File: config.mk
export PLATFORM = sky130hd
export DESIGN_NAME = wb_framebuffer_regs
export DESIGN_NICKNAME = d
export VERILOG_FILES = /design/src/rtl/wb_framebuffer_regs.sv
export SDC_FILE = /design/constraint.sdc
export NUM_CORES = 1
export LEC_CHECK = 0
export CORE_MARGIN = 8
export CORE_UTILIZATION = 45
export CTS_CLUSTER_DIAMETER = 200
export CTS_CLUSTER_SIZE = 25
export DETAILED_ROUTE_END_ITERATION = 8
export PLACE_DENSITY_LB_ADDON = 0.15
export REMOVE_ABC_BUFFERS = 1
export SETUP_SLACK_MARGIN = 0.02
export SLEW_MARGIN = 10
export SYNTH_ARGS = -nofsm -noshare
export SYNTH_HDL_FRONTEND = slang
export SYNTH_SLANG_ARGS = --single-unit
File: constraint.sdc
create_clock -name clk_i -period 2.6 [get_ports clk_i]
set_input_delay 0.26 -clock clk_i [delete_from_list [all_inputs] [get_ports clk_i]]
set_output_delay 0.26 -clock clk_i [all_outputs]
set_load 0.005 [all_outputs]
File: src/rtl/wb_framebuffer_regs.sv
// ---------------------------------------------------------------------------
// wb_framebuffer_regs
//
// Wishbone slave that holds the LED matrix controller's frame pointer and
// control registers. Pixel renderers "swap framebuffers" by writing the new
// base address into ADDR_L/ADDR_H. That address is held in a pending register
// and handed to the scanner only at a frame boundary. This prevents tearing
// from a half-written pointer or from a swap in the middle of a scan.
//
// Register map (byte offsets from BASE_ADDRESS):
//   0 ADDR_L    RW  pending[7:0]   (a write clears the pending flag)
//   1 ADDR_H    RW  pending[15:8]  (a write sets the pending flag)
//   2 CTRL      RW  [0] enable, [7:4] brightness, [3:1] read as 0
//   3 STATUS    RO  [0] pending flag, [1] enable
//   4 FRAME_CNT RO  frame_sync_i pulse count, wraps at 255
//   5-7         reserved, read as 0, writes acked and ignored
//
// Ports:
//   clk_i         system clock
//   rst_i         asynchronous reset, active-low
//   adr_i         byte address
//   dat_i         write data
//   dat_o         read data, non-zero only while ack_o is high
//   we_i          1 = write, 0 = read
//   sel_i         byte lane select; a write with sel_i[0]=0 is acked but dropped
//   stb_i, cyc_i  Wishbone strobe and cycle
//   ack_o         one-cycle acknowledge
//   cti_i         cycle type; every beat is treated as a classic cycle
//   frame_sync_i  one-cycle end-of-frame pulse from the scanner
//   frame_addr_o  active framebuffer base address
//   enable_o      scanner enable
//   brightness_o  global brightness
// ---------------------------------------------------------------------------
module wb_framebuffer_regs #(
    parameter int          ADDRESS_WIDTH = 16,
    parameter int          DATA_WIDTH    = 8,
    parameter int          DATA_BYTES    = 1,
    parameter int          BASE_ADDRESS  = 0,
    parameter int          ACK_DELAY     = 1,
    parameter logic [15:0] DEFAULT_FRAME = 16'h0000
) (
    input  logic                     clk_i,
    input  logic                     rst_i,
    input  logic [ADDRESS_WIDTH-1:0] adr_i,
    input  logic [DATA_WIDTH-1:0]    dat_i,
    output logic [DATA_WIDTH-1:0]    dat_o,
    input  logic                     we_i,
    input  logic [DATA_BYTES-1:0]    sel_i,
    input  logic                     stb_i,
    input  logic                     cyc_i,
    output logic                     ack_o,
    input  logic [2:0]               cti_i,
    input  logic                     frame_sync_i,
    output logic [15:0]              frame_addr_o,
    output logic                     enable_o,
    output logic [3:0]               brightness_o
);

    localparam logic [ADDRESS_WIDTH-1:0] BASE      = ADDRESS_WIDTH'(BASE_ADDRESS);
    localparam logic [ADDRESS_WIDTH-1:0] WINDOW    = ADDRESS_WIDTH'(8);
    localparam logic [2:0]               WAIT_LOAD = 3'(ACK_DELAY - 1);

    localparam logic [2:0] OFF_ADDR_L    = 3'd0;
    localparam logic [2:0] OFF_ADDR_H    = 3'd1;
    localparam logic [2:0] OFF_CTRL      = 3'd2;
    localparam logic [2:0] OFF_STATUS    = 3'd3;
    localparam logic [2:0] OFF_FRAME_CNT = 3'd4;

    typedef enum logic [1:0] {
        ST_IDLE,
        ST_WAIT,
        ST_ACK
    } state_t;

    state_t                   state;
    state_t                   state_next;

    logic [ADDRESS_WIDTH-1:0] offset_full;
    logic                     hit;
    logic                     accept;
    logic                     capture;
    logic                     commit;

    logic [2:0]               req_offset;
    logic                     req_we;
    logic [DATA_BYTES-1:0]    req_sel;
    logic [DATA_WIDTH-1:0]    req_dat;
    logic [2:0]               wait_cnt;

    logic [15:0]              pending;
    logic                     pend_flag;
    logic [7:0]               frame_cnt;
    logic [7:0]               read_byte;

    logic                     wr_addr_l;
    logic                     wr_addr_h;
    logic                     wr_ctrl;

    logic                     unused_inputs;

    // The cycle type is accepted but has no effect on how a beat is handled.
    assign unused_inputs = ^cti_i;

    // The offset subtraction is done at full address width, so addresses
    // below BASE wrap to large values and miss instead of aliasing.
    assign offset_full = adr_i - BASE;
    assign hit         = cyc_i & stb_i & (offset_full < WINDOW);

    // State register.
    always_ff @(posedge clk_i or negedge rst_i) begin
        if (!rst_i) begin
            state <= ST_IDLE;
        end else begin
            state <= state_next;
        end
    end

    // Next-state and handshake decode. A dropped cyc_i while waiting abandons
    // the request before anything is captured or committed.
    always_comb begin
        state_next = state;
        accept     = 1'b0;
        capture    = 1'b0;
        ack_o      = 1'b0;
        case (state)
            ST_IDLE: begin
                if (hit) begin
                    accept     = 1'b1;
                    state_next = ST_WAIT;
                end
            end
            ST_WAIT: begin
                if (!cyc_i) begin
                    state_next = ST_IDLE;
                end else if (wait_cnt == 3'd0) begin
                    capture    = 1'b1;
                    state_next = ST_ACK;
                end
            end
            ST_ACK: begin
                ack_o      = 1'b1;
                state_next = ST_IDLE;
            end
            default: begin
                state_next = ST_IDLE;
            end
        endcase
    end

    // Writes take effect on the edge that ends the ack cycle.
    assign commit    = ack_o & req_we & req_sel[0];
    assign wr_addr_l = commit & (req_offset == OFF_ADDR_L);
    assign wr_addr_h = commit & (req_offset == OFF_ADDR_H);
    assign wr_ctrl   = commit & (req_offset == OFF_CTRL);

    // Request latch and wait counter. The request is frozen when accepted so
    // the master may change the bus while we wait.
    always_ff @(posedge clk_i or negedge rst_i) begin
        if (!rst_i) begin
            req_offset <= 3'd0;
            req_we     <= 1'b0;
            req_sel    <= '0;
            req_dat    <= '0;
            wait_cnt   <= 3'd0;
        end else if (accept) begin
            req_offset <= offset_full[2:0];
            req_we     <= we_i;
            req_sel    <= sel_i;
            req_dat    <= dat_i;
            wait_cnt   <= WAIT_LOAD;
        end else if (state == ST_WAIT && wait_cnt != 3'd0) begin
            wait_cnt <= wait_cnt - 3'd1;
        end
    end

    // Read mux for the latched offset.
    always_comb begin
        read_byte = 8'h00;
        case (req_offset)
            OFF_ADDR_L:    read_byte = pending[7:0];
            OFF_ADDR_H:    read_byte = pending[15:8];
            OFF_CTRL:      read_byte = {brightness_o, 3'b000, enable_o};
            OFF_STATUS:    read_byte = {6'b000000, enable_o, pend_flag};
            OFF_FRAME_CNT: read_byte = frame_cnt;
            default:       read_byte = 8'h00;
        endcase
    end

    // Read data is loaded on entry to the ack cycle and zeroed otherwise, so
    // dat_o is only non-zero while ack_o is high.
    always_ff @(posedge clk_i or negedge rst_i) begin
        if (!rst_i) begin
            dat_o <= '0;
        end else if (capture) begin
            dat_o <= DATA_WIDTH'(read_byte);
        end else begin
            dat_o <= '0;
        end
    end

    // Control register.
    always_ff @(posedge clk_i or negedge rst_i) begin
        if (!rst_i) begin
            enable_o     <= 1'b0;
            brightness_o <= 4'hF;
        end else if (wr_ctrl) begin
            enable_o     <= req_dat[0];
            brightness_o <= req_dat[7:4];
        end
    end

    // Frame pointer double buffer. A bus write to ADDR_H or ADDR_L in the same
    // cycle as frame_sync_i wins over the swap: ADDR_H keeps the swap armed for
    // the next sync, ADDR_L disarms it.
    always_ff @(posedge clk_i or negedge rst_i) begin
        if (!rst_i) begin
            pending      <= DEFAULT_FRAME;
            pend_flag    <= 1'b0;
            frame_addr_o <= DEFAULT_FRAME;
        end else begin
            if (wr_addr_l) begin
                pending[7:0] <= req_dat[7:0];
            end
            if (wr_addr_h) begin
                pending[15:8] <= req_dat[7:0];
            end
            if (wr_addr_h) begin
                pend_flag <= 1'b1;
            end else if (wr_addr_l) begin
                pend_flag <= 1'b0;
            end else if (frame_sync_i && pend_flag) begin
                frame_addr_o <= pending;
                pend_flag    <= 1'b0;
            end
        end
    end

    // Frame counter runs regardless of bus activity.
    always_ff @(posedge clk_i or negedge rst_i) begin
        if (!rst_i) begin
            frame_cnt <= 8'h00;
        end else if (frame_sync_i) begin
            frame_cnt <= frame_cnt + 8'h01;
        end
    end

endmodule

==> results.md, run 1 <==
- CP endpoint kind: flop
- Drt first-iter violations: 76
- Ys async rst share: 100%
- Post-cts hold buffer count: 1
- Placer congestion estimate: 0.760
- Die area: 9820 um^2
- I/O Buffers: 60
- PwrDens: 559 nW/um^2
- Hold crit path type: reg -> reg
- # rows: 30
- Fin util: 60.2%
- Die height: 99.1 um
- Area growth syn-to-layout: 31.0%
- I/O pin cnt: 64
- Postcts setup bufs: 0
- GRT busiest layer: met2
- Pint: 1.74 mW
- Post-Synthesis Cells: 232
- Clock transition at path regs: 80 ps
- Post-synthesis cell area: 3110 um^2
- Die X: 99.1 um
- Met2 Use GR: 22.8%
- WS Path Type: reg -> reg
- Global-route wire length before repair: 11,100 um
- Sw power: 0.536 mW
- Logic pwr share: 7.3%
- # diodes: 0
- Switching fraction of total power: 23.6%
- Initial Util: 46.0%
- GRT overflow: 0
- Via count: 2,048
- Hold Violations, Final: 0
- Initial antenna violation count: 0
- Ys flop type: dfrtp_1
- Pleak: 1.87 nW
- Post-synth EDFFs: 0
- Core area: 6760 um^2
- CTS buffer count: 9
- M3 GR Usage: 3.63%
- Filler cell count: 572
- Ys Warns: 0
- Most frequent cells in the layout: 68 x dfrtp_1, 59 x clkdlybuf4s50_1, 46 x mux2_2
- Avg Inst Size Synth: 13.4 um^2
- Post-synth top area share: 54.8%
- Worst EP arrival: 2220 ps
- Total GRT Usage: 14.3%
- CTS Sinks: 72
- Peak VDD IR: 0.243 mV
- Largest net degree at the start of global routing: 46
- Synth area leaders: dfrtp_1 55%, mux2_2 17%, dfstp_2 3.4%
- H-tree depth: 3
- Clock group share of total power: 38.2%
- Reg power frac: 54.5%
- Max Buffers Root-to-Sink: 2
- Startpoint Class: flop
- # DRC: 0
- Final #Nets: 342
- Global Route met1 Usage: 18.4%
- RSZ-0062 raised after global routing: no
- Hold-critical path depth: 1
- Max Slew Vio Count: 0
- Worst endpoint required time: 2810 ps
- Clk root buf: clkbuf_8
- Initial DRT Pass Iterations: 4
- Status: finished, final reports clean
- Fmax: 499 MHz
- Vias/cell: 5.25
- Number of global-route vias before repair: 2,169
- Final Setup Violations: 0
- Final Cycle Share: 77.1%
- Sequential-to-total area share from yosys stat: 58.2%
- Routed Antenna Nets: 0
- Detailed Place HPWL: 4640 um
- Tightest Pin Transition: 653 ps
- Maxcap violations: 0
- Worst-Skew Late Latency: 330 ps
- Clock skew: 9.90 ps
- #FFs+latches synth: 72
- Final worst path period need: 2000 ps
- Total length of routed wires: 6580 um
- Routed length per instance: 16.9 um
- Reg2reg path depth: 4
- Max-slew headroom: 56.4%
- CTS tree: done
- Cell taking the most area after synthesis: dfrtp_1
- TNS Setup: 0 ps
- Synth cell types: 37
- Commonest non-fill, non-tap cell in the layout: dfrtp_1
- Fraction of layout cells with a size suffix above 1: 30.6%
- Post_cts resized: 0
- Crit path max fanout: 17
## area by class of cell
| cell class | count | area (um^2) | area share [%] |
|---|---|---|---|
| clock buffers | 10 | 138 | 3.38 |
| multi-input cells | 147 | 1240 | 30.5 |
| inverters | 3 | 11.3 | 0.277 |
| well taps | 80 | 100 | 2.46 |
| clock inverters | 6 | 58.8 | 1.45 |
| repair buffers | 72 | 713 | 17.5 |
| flip-flops and latches | 72 | 1810 | 44.4 |
## cell usage after synthesis, types with 2 or more instances
master,n
or2_2,7
xnor2_1,5
nand2_1,13
ha_1,3
buf_2,2
mux2i_1,7
mux2_2,46
clkbuf_1,7
nor2b_1,3
a21o_1,5
dfstp_2,4
a21oi_1,10
mux2_4,6
xor2_1,3
dfrtp_1,68
inv_1,3
nor4_1,2
nand4_1,3
nand3_1,6
nor2_1,9
nor3_1,4
## per-stage QoR
stage / area [um^2] / power, mW / hold slack [ps] / setup WS (ps) / instances
6_report: 4070 / 2.27 / 469 / 596 / 390
5_1_grt: 4070 / 2.37 / 482 / 498 / 390
4_1_cts: 4070 / 2.30 / 473 / 599 / 390
3_5_place_dp: 3860 / 1.43 / 326 / 336 / 373
3_3_place_gp: 3860 / 1.42 / 326 / 373 / 373
2_1_floorplan: 3060 / 1.32 / -35.6 / 348 / 222
## registers in the layout (all words and copies together), names as in the netlist
name,count
frame_addr_o,16
state,2
req_dat,8
enable_o,1
pend_flag,1
req_sel,1
wait_cnt,3
frame_cnt,8
brightness_o,4
req_offset,3
req_we,1
pending,16
dat_o,8
## critical path, cell delays in order, from the launching register on
cell	delay [ps]
dfrtp_1	420
or4b_4	560
nor4b_4	330
buf_12	210
mux2_2	350
## per-layer routing
metal | vias to the layer above | routed length (um)
met5 | - | 0
met4 | 0 | 78
met3 | 9 | 300
met2 | 37 | 3220
met1 | 1031 | 2980
li1 | 971 | -
## cell families (layout without fill, tap and decap cells)
family / after synthesis / after routing / share of synthesized area [%]
AND/OR/NAND/NOR: 58 / 58 / 10.8
buffers and inverters: 13 / 91 / 1.89
XOR/XNOR: 8 / 8 / 2.26
AO/OA/AOI/OAI: 19 / 19 / 3.91
multiplexers: 59 / 59 / 21.8
adder cells (fa/ha/maj): 3 / 3 / 1.21
flip-flops: 72 / 72 / 58.2
## power groups by stage
stage | clock network, mW | logic, mW | registers (mW)
4_1_cts | 0.891 | 0.169 | 1.24
2_1_floorplan | 0 | 0.0821 | 1.24
3_3_place_gp | 0 | 0.160 | 1.26
5_1_grt | 0.933 | 0.186 | 1.25
3_5_place_dp | 0 | 0.167 | 1.26
6_report | 0.869 | 0.165 | 1.24
## worst paths after layout
check / to / slack (ps) / startpoint
worst max-delay path: req_we / 600 / state[1]
worst min-delay path: frame_cnt[7] / 470 / frame_cnt[7]
worst max register to register: req_we / 600 / state[1]
worst min register to register: frame_cnt[7] / 470 / frame_cnt[7]
max in group asynchronous: brightness_o[0] / 1380 / rst_i
min in group asynchronous: req_dat[1] / 500 / rst_i
Power figures use the tool's default switching activity.
==> run 2: changes to the inputs <==
Clock period 2.6 ns to 1.99 ns, I/O delays scaled along.
==> run 2 against run 1 <==
Compared with the run above:
- via count is 2.2% higher
- critical path depth stayed put
- maximum frequency is 4.4% higher
- flip-flop and latch count stayed put
- non-clock buffer count is 11 higher
- largest power group unchanged
- clock skew is 1.3 ps higher
- design area is 2.4% higher
- final cell count is 2.8% higher
- die area stayed put
==> results.md, run 2 (synthesis results as in run 1) <==
- Status: finished, final reports clean
- # diodes: 0 (unchanged)
- GRT overflow: 0 (unchanged)
- CP endpoint kind: flop
- Reg2reg path depth: 4 (unchanged)
- Die X: 99.1 um (unchanged)
- Total length of routed wires: 6830 um (+3.8%)
- Hold Violations, Final: 0 (unchanged)
- I/O Buffers: 60 (unchanged)
- Hold crit path type: in -> async
- Total GRT Usage: 14.6% (+0.28 points)
- # rows: 30 (unchanged)
- Pleak: 1.92 nW (+3.0%)
- Fraction of layout cells with a size suffix above 1: 33.3% (+2.7 points)
- Die height: 99.1 um (unchanged)
- Initial antenna violation count: 0 (unchanged)
- Met2 Use GR: 24.1% (+1.3 points)
- Commonest non-fill, non-tap cell in the layout: dfrtp_1
- Filler cell count: 554 (-3.1%)
- Fmax: 521 MHz (+4.4%)
- Peak VDD IR: 0.447 mV (+84%)
- Final Setup Violations: 0 (unchanged)
- Max Buffers Root-to-Sink: 2 (unchanged)
- Most frequent cells in the layout: 68 x dfrtp_1, 59 x clkdlybuf4s50_1, 46 x mux2_2
- M3 GR Usage: 5.52% (+1.9 points)
- Clk root buf: clkbuf_8
- Initial Util: 46.0% (unchanged)
- Post-place setup slack: -173 ps (-509 ps)
- Initial DRT Pass Iterations: 4 (unchanged)
- Biggest regs: frame_addr_o x16, pending x16
- Worst EP arrival: 2150 ps (-70 ps)
- DP Cell Count: 384 (+2.9%)
- Global-route wire length before repair: 11,200 um (+0.86%)
- Area growth syn-to-layout: 34.2%
- Core area: 6760 um^2 (unchanged)
- Final setup margin: 70.5 ps (-526 ps)
- Tightest Pin Transition: 534 ps (-119 ps)
- Global Route met1 Usage: 17.3% (-1.1 points)
- Routed Antenna Nets: 0 (unchanged)
- Routed length per instance: 17.0 um (+0.95%)
- Critical Path Start: state[1]
- Die area: 9820 um^2 (unchanged)
- Post-route design area: 4170 um^2 (+2.4%)
- Final worst path period need: 1920 ps (-84.2 ps)
- Final hold slack: 342 ps (-127 ps)
- Vias/cell: 5.22 (-0.61%)
- RR Startpoint: state[1]
- Maxcap violations: 0 (unchanged)
- Clock skew: 11.2 ps (+1.31 ps)
- Via count: 2,093 (+2.2%)
- Worst-Skew Late Latency: 350 ps (+20 ps)
- Startpoint Class: flop
- Detailed Place HPWL: 4890 um (+5.4%)
- Largest net degree at the start of global routing: 53 (+15%)
- Reg area: 1810 um^2 (unchanged)
- Max Slew Vio Count: 0 (unchanged)
- CTS Sinks: 72 (unchanged)
- RSZ-0062 raised after global routing: yes
- WS Path Type: reg -> reg
- Crit path max fanout: 7 (-10)
- Number of global-route vias before repair: 2,234 (+3.0%)
- Drt first-iter violations: 78 (+2.6%)
- Placer congestion estimate: 0.759 (about the same)
- Clock transition at path regs: 80 ps (about the same)
- # DRC: 0 (unchanged)
- CTS buffer count: 9 (unchanged)
- Worst endpoint required time: 2220 ps (-590 ps)
- Max-slew headroom: 64.4% (+8.0 points)
- I/O pin cnt: 64 (unchanged)
- CTS tree: done
- Final cell count without fillers: 401 (+2.8%)
- DP Area: 3930 um^2 (+1.8%)
- H-tree depth: 3 (unchanged)
- GRT busiest layer: met2
- Multi-input logic area: 1250 um^2 (+0.40%)
- Fin util: 61.7% (+1.5 points)
- PwrDens: 743 nW/um^2 (+33%)
- Final #Nets: 353 (+3.2%)
- Final Cycle Share: 96.5% (+19 points)
==> run 2: through the flow <==
step | power, mW | setup TNS, ps
global route | 3.23 | 0
global placement | 1.86 | -1370
finish | 3.10 | 0
floorplan | 1.73 | -3050
detailed placement | 1.87 | -1840
CTS | 3.13 | 0
==> run 2: worst paths after layout <==
kind	end	slack, ps
worst max-delay path	req_offset[2]	70
min in group clk_i	req_dat[7]	460
max in group asynchronous	brightness_o[0]	950
worst min register to register	frame_cnt[7]	470
worst max register to register	req_offset[2]	70
worst min-delay path	frame_addr_o[6]	340
==> run 2: where the power goes <==
| part | internal, mW | switching (mW) |
|---|---|---|
| clock | 0.704 | 0.552 |
| sequential | 1.53 | 0.0871 |
| combinational | 0.133 | 0.0864 |
==> run 2: area by class of cell <==
class,count,area share (%)
Clock buffer,9,2.97
Timing Repair Buffer,83,18.8
Inverter,3,0.270
Tap cell,80,2.40
Clock inverter,7,2.31
Sequential cell,72,43.4
Multi-Input combinational cell,147,29.9
==> run 2: repair_timing <==
| item | CTS | global route |
|---|---|---|
| setup buffers | 0 | 0 |
| hold buffers | 1 | 0 |
| endpoints found under the setup margin | 0 | 12 |
| gates resized for setup | 0 | 1 |
| endpoints found under the hold margin | 18 | 0 |
==> run 2: worst max-delay path: stages, from the launching register on <==
cell and delay, ps:
dfrtp_1 380, or4b_4 550, nor4b_4 290, buf_4 230, mux2_2 360
==> run 2: metal layers <==
layer	wire length, um	vias to the layer above
met5	0	-
met4	70	0
met3	314	7
met2	3410	37
met1	3030	1063
li1	-	986
==> run 3: changes to the inputs <==
Settings changed: SKIP_LAST_GASP set to 1.
==> results of run 3 <==
The final DEF is identical to that of run 2; final timing and power are the same.
